## src/rtl/imm_encoder.sv

```systemverilog
// imm_encoder
// -----------
// Finds the ARM data-processing rotated-immediate form of a 32-bit constant:
// value == imm8 ROR (2*rot). One rotation is tried per clock, from rot=0
// upward. The first rotation that fits wins, so the result is canonical.
// At equal rotation the plain form beats the inverted (MVN/BIC) form.
//
// Handshakes (valid/ready): a transfer happens on a rising clk edge where
// valid && ready are both high. The producer holds valid and its payload
// until that transfer. The consumer may drop ready at any time. in_ready
// is high only when idle, so a new request is not accepted until the
// previous result has been retired.
//
// Parameters:
//   EN_MVN     1: also try ~value at each rotation. 0: out_mvn is always 0.
// Ports:
//   clk        rising-edge clock
//   reset_n    asynchronous active-low reset
//   in_valid   request valid
//   in_ready   encoder idle and able to accept
//   in_value   constant to encode
//   out_valid  result valid (high while in DONE)
//   out_ready  consumer accepts result
//   out_found  an encoding exists
//   out_mvn    encoding applies to ~in_value
//   out_rot    rotation field; the rotate amount is 2*out_rot
//   out_imm8   8-bit immediate field
module imm_encoder #(
    parameter bit EN_MVN = 1'b1
) (
    input  logic        clk,
    input  logic        reset_n,
    input  logic        in_valid,
    output logic        in_ready,
    input  logic [31:0] in_value,
    output logic        out_valid,
    input  logic        out_ready,
    output logic        out_found,
    output logic        out_mvn,
    output logic [3:0]  out_rot,
    output logic [7:0]  out_imm8
);

    typedef enum logic [1:0] {
        IDLE   = 2'd0,
        SEARCH = 2'd1,
        DONE   = 2'd2
    } state_t;

    state_t      state_q, state_d;
    logic [31:0] value_q, value_d;
    logic [3:0]  r_q, r_d;
    logic        found_q, found_d;
    logic        mvn_q, mvn_d;
    logic [3:0]  rot_q, rot_d;
    logic [7:0]  imm8_q, imm8_d;

    // Rotate left by 2*r. The top half of {v,v} << s is v ROL s, and this
    // also holds for s == 0.
    logic [4:0]  rot_amt;
    logic [63:0] dbl_p, dbl_n;
    logic [31:0] cand_p, cand_n;
    logic        plain_hit, mvn_hit;

    always_comb begin
        rot_amt   = {r_q, 1'b0};
        dbl_p     = {value_q, value_q} << rot_amt;
        dbl_n     = {~value_q, ~value_q} << rot_amt;
        cand_p    = dbl_p[63:32];
        cand_n    = dbl_n[63:32];
        plain_hit = (cand_p[31:8] == 24'd0);
        mvn_hit   = EN_MVN && (cand_n[31:8] == 24'd0);
    end

    always_comb begin
        state_d = state_q;
        value_d = value_q;
        r_d     = r_q;
        found_d = found_q;
        mvn_d   = mvn_q;
        rot_d   = rot_q;
        imm8_d  = imm8_q;
        case (state_q)
            IDLE: begin
                if (in_valid) begin
                    value_d = in_value;
                    r_d     = 4'd0;
                    state_d = SEARCH;
                end
            end
            SEARCH: begin
                if (plain_hit) begin
                    found_d = 1'b1;
                    mvn_d   = 1'b0;
                    rot_d   = r_q;
                    imm8_d  = cand_p[7:0];
                    state_d = DONE;
                end else if (mvn_hit) begin
                    found_d = 1'b1;
                    mvn_d   = 1'b1;
                    rot_d   = r_q;
                    imm8_d  = cand_n[7:0];
                    state_d = DONE;
                end else if (r_q == 4'd15) begin
                    found_d = 1'b0;
                    mvn_d   = 1'b0;
                    rot_d   = 4'd0;
                    imm8_d  = 8'd0;
                    state_d = DONE;
                end else begin
                    r_d = r_q + 4'd1;
                end
            end
            DONE: begin
                if (out_ready) begin
                    state_d = IDLE;
                end
            end
            default: begin
                state_d = IDLE;
            end
        endcase
    end

    always_ff @(posedge clk or negedge reset_n) begin
        if (!reset_n) begin
            state_q <= IDLE;
            value_q <= 32'd0;
            r_q     <= 4'd0;
            found_q <= 1'b0;
            mvn_q   <= 1'b0;
            rot_q   <= 4'd0;
            imm8_q  <= 8'd0;
        end else begin
            state_q <= state_d;
            value_q <= value_d;
            r_q     <= r_d;
            found_q <= found_d;
            mvn_q   <= mvn_d;
            rot_q   <= rot_d;
            imm8_q  <= imm8_d;
        end
    end

    // Decoded straight from the state register. A reset clears these at
    // once, and they cannot glitch while the state is held in DONE.
    assign in_ready  = (state_q == IDLE);
    assign out_valid = (state_q == DONE);
    assign out_found = found_q;
    assign out_mvn   = mvn_q;
    assign out_rot   = rot_q;
    assign out_imm8  = imm8_q;

endmodule

```

## config.mk

```make
export PLATFORM = sky130hd
export DESIGN_NAME = imm_encoder
export DESIGN_NICKNAME = d
export VERILOG_FILES = /design/src/rtl/imm_encoder.sv
export SDC_FILE = /design/constraint.sdc
export NUM_CORES = 1
export LEC_CHECK = 0
export CAP_MARGIN = 0
export CORE_ASPECT_RATIO = 1.5
export CORE_MARGIN = 2
export CORE_UTILIZATION = 55
export DETAILED_ROUTE_END_ITERATION = 10
export GPL_ROUTABILITY_DRIVEN = 0
export PLACE_DENSITY = 0.8
export SLEW_MARGIN = 20
export SYNTH_ARGS = -nofsm -noshare
export SYNTH_HDL_FRONTEND = slang
export SYNTH_SLANG_ARGS = --single-unit
export TNS_END_PERCENT = 5
```

## constraint.sdc

```tcl
create_clock -name clk -period 4.3 [get_ports clk]
set_input_delay 1.29 -clock clk [delete_from_list [all_inputs] [get_ports clk]]
set_output_delay 1.29 -clock clk [all_outputs]
set_load 0.03 [all_outputs]
```

==> results.ini <==
[min_path]
holdPathStages=1
hp-class=flop to flop

[sta]
worst_slew_margin_rel_pct=33.8
fmax_mhz=275
period_minus_slack_ps=3640
rsz0062_at_grt=no
clock_skew_ps=13.9
post-route-period-util_pct=84.7
whs_ps=500
fin_ws_ps=658
worst_pin_slew_ps=993
finalHoldViolCount=0
drv_slew=0
final.setup.tns_ps=0
finalSetupViolCount=0

[logic_synthesis]
ys.warnings.count=0
synth.most_common_cell=dfrtp_1
synth_top_area_cell=dfrtp_1
synth_ff_type=dfrtp_1
ys_types=45
synthArstFlopShare_pct=100
netlist_area_sq_um=3660
synth_nets=330
synth.area.top_cells=dfrtp_1, mux4_2, mux2_2, mux2i_1, a21bo_1
synth_edf_count=0
syn-instance-count=293
yosysTopAreaCellShare_pct=35.5
ys_ff_latch=52
ys_seq_area_share_pct=35.5
netlist_top_cells_count=dfrtp_1, mux2_2, mux4_2
avgSynthCellArea_sq_um=12.5

[layout]
antenna_cells=0
fin_cells=412
area_growth_pct=17.6
finish.net_count=373
drive_gt1_share_pct=28.3
fillers=504

[critical_path]
critPathLaunchType=flop
end_kind=flop
cp-endpoint=r_q[1]
startpoint=r_q[1]
ff2ff_setup_slack_ps=660
worstReg2RegStart=r_q[1]
critPathKind=flop to flop
worstPathRequired_ps=4500
crit_path_max_fanout=25
reg2regPathDepth=8
r2r-end=r_q[1]
cp.arrival_ps=3850

[drt]
wl_met1_mm=3.03
antenna_left=0
num_vias=2676
first_iter_violations=185
avgRoutedWirePerCell_microns=18.4
met3_length_microns=284
wl_met2_mm=4.05
viasPerCell=6.50
highest_layer=met4
dr.pass1.iters=4
drc=0
routed_wl_mm=7.57

[placement]
dp_hpwl_mm=5.78
place_ws_ps=620
placed_cells_incl_taps=405
io_buffer_count=51

[pwr]
ir_drop_mv=0.495
power_density_nw_per_um2=869
power_mw=3.74
p_leak_nw=1.66

[job]
maxCapViolCount=0

[clock_tree]
h-tree-depth=2
clk_latency_ps=310
cts_setup_buffers=0
path_clk_slew_ps=100
cts_resized=0
cts_buffer_depth=2
cts_hold_buffers=0
clkSinkCount=52
cts_buffers=5
cts_tree=yes
ctsRootBufferMaster=clkbuf_8

[global_route]
grtUsageTotal_pct=22.1
antenna_found_initial=0
grt_max_degree=38
grt_overflow=0
grt_pass1_vias=2701
grt_pass1_wl_mm=13.1

[die]
rows=36
chipWidth_microns=70.6
io_pins=52
initial_core_util_pct=56.4
core_area_sq_um=6490
die_h_microns=104
design.die.area_sq_um=7340

[outcome]
run_status=finished, final reports clean

[cell usage in the layout, fill, tap and decap left out, types with 3 or more instances in the layout]
| cell | n |
|---|---|
| buf_4 | 9 |
| nor3_1 | 6 |
| nand2b_1 | 3 |
| nand2_1 | 11 |
| o21ai_0 | 7 |
| a21bo_1 | 8 |
| mux4_2 | 33 |
| nor2_1 | 14 |
| dfrtp_1 | 51 |
| nand3_1 | 13 |
| a32o_1 | 4 |
| a222oi_1 | 8 |
| and2_1 | 8 |
| mux2_2 | 41 |
| mux2i_1 | 25 |
| nor2b_1 | 3 |
| clkdlybuf4s50_1 | 50 |
| clkbuf_8 | 5 |
[how the worst min path moves through the flow]
stage / endpoint / startpoint
2_1_floorplan: value_q[8] / value_q[8]
3_3_place_gp: out_rot[3] / out_rot[3]
3_5_place_dp: out_rot[3] / out_rot[3]
4_1_cts: out_rot[3] / out_rot[3]
5_1_grt: out_imm8[7] / out_imm8[7]
6_report: out_rot[2] / out_rot[2]
[critical path, stage by stage (launching register included)]
cell and delay, ps:
dfrtp_1 1010, mux4_2 620, mux2_2 290, mux2i_1 180
or4_1 180, a2111oi_2 60, buf_4 180, nor4_1 610
mux2_1 380
[state kept, by name, indices dropped and copies added, names as in the netlist]
| name | cells |
|---|---|
| out_rot | 4 |
| state_q | 2 |
| out_found | 1 |
| out_imm8 | 8 |
| r_q | 4 |
| value_q | 32 |
| out_mvn | 1 |
[power by group]
part,internal [mW],switching (mW),total [mW]
clock,0.171,0.155,0.325
combinational,1.28,1.04,2.32
sequential,0.701,0.397,1.10
[metrics by stage]
stage	cell area [sq um]	util, %
6_report	4300	66.4
5_1_grt	4300	66.4
4_1_cts	4300	66.4
3_5_place_dp	4200	64.8
3_3_place_gp	4200	64.8
2_1_floorplan	3660	-
[routing by layer]
| metal | GRT usage [%] | up-vias |
|---|---|---|
| li1 | - | 1242 |
| met1 | 27.9 | 1350 |
| met2 | 38.0 | 70 |
| met3 | 3.88 | 14 |
| met4 | 7.95 | 0 |
| met5 | 0 | - |
[area by class of cell]
cell class / instances / area, sq um / share of cell area (%)
Timing Repair Buffer: 60 / 573 / 13.3
Tap cell: 76 / 95.1 / 2.21
Clock inverter: 1 / 30.0 / 0.698
Multi-Input combinational cell: 215 / 2220 / 51.7
Sequential cell: 52 / 1300 / 30.3
Inverter: 2 / 7.51 / 0.174
Clock buffer: 6 / 72.6 / 1.69
[cells by family after synthesis]
logic type | share of synthesized area, %
multiplexers | 40.1
AND/OR/NAND/NOR | 10.5
flip-flops | 35.5
AO/OA/AOI/OAI | 9.88
buffers and inverters | 3.72
adder cells (fa/ha/maj) | 0.342
No activity file was read; power rests on OpenSTA's default activity.
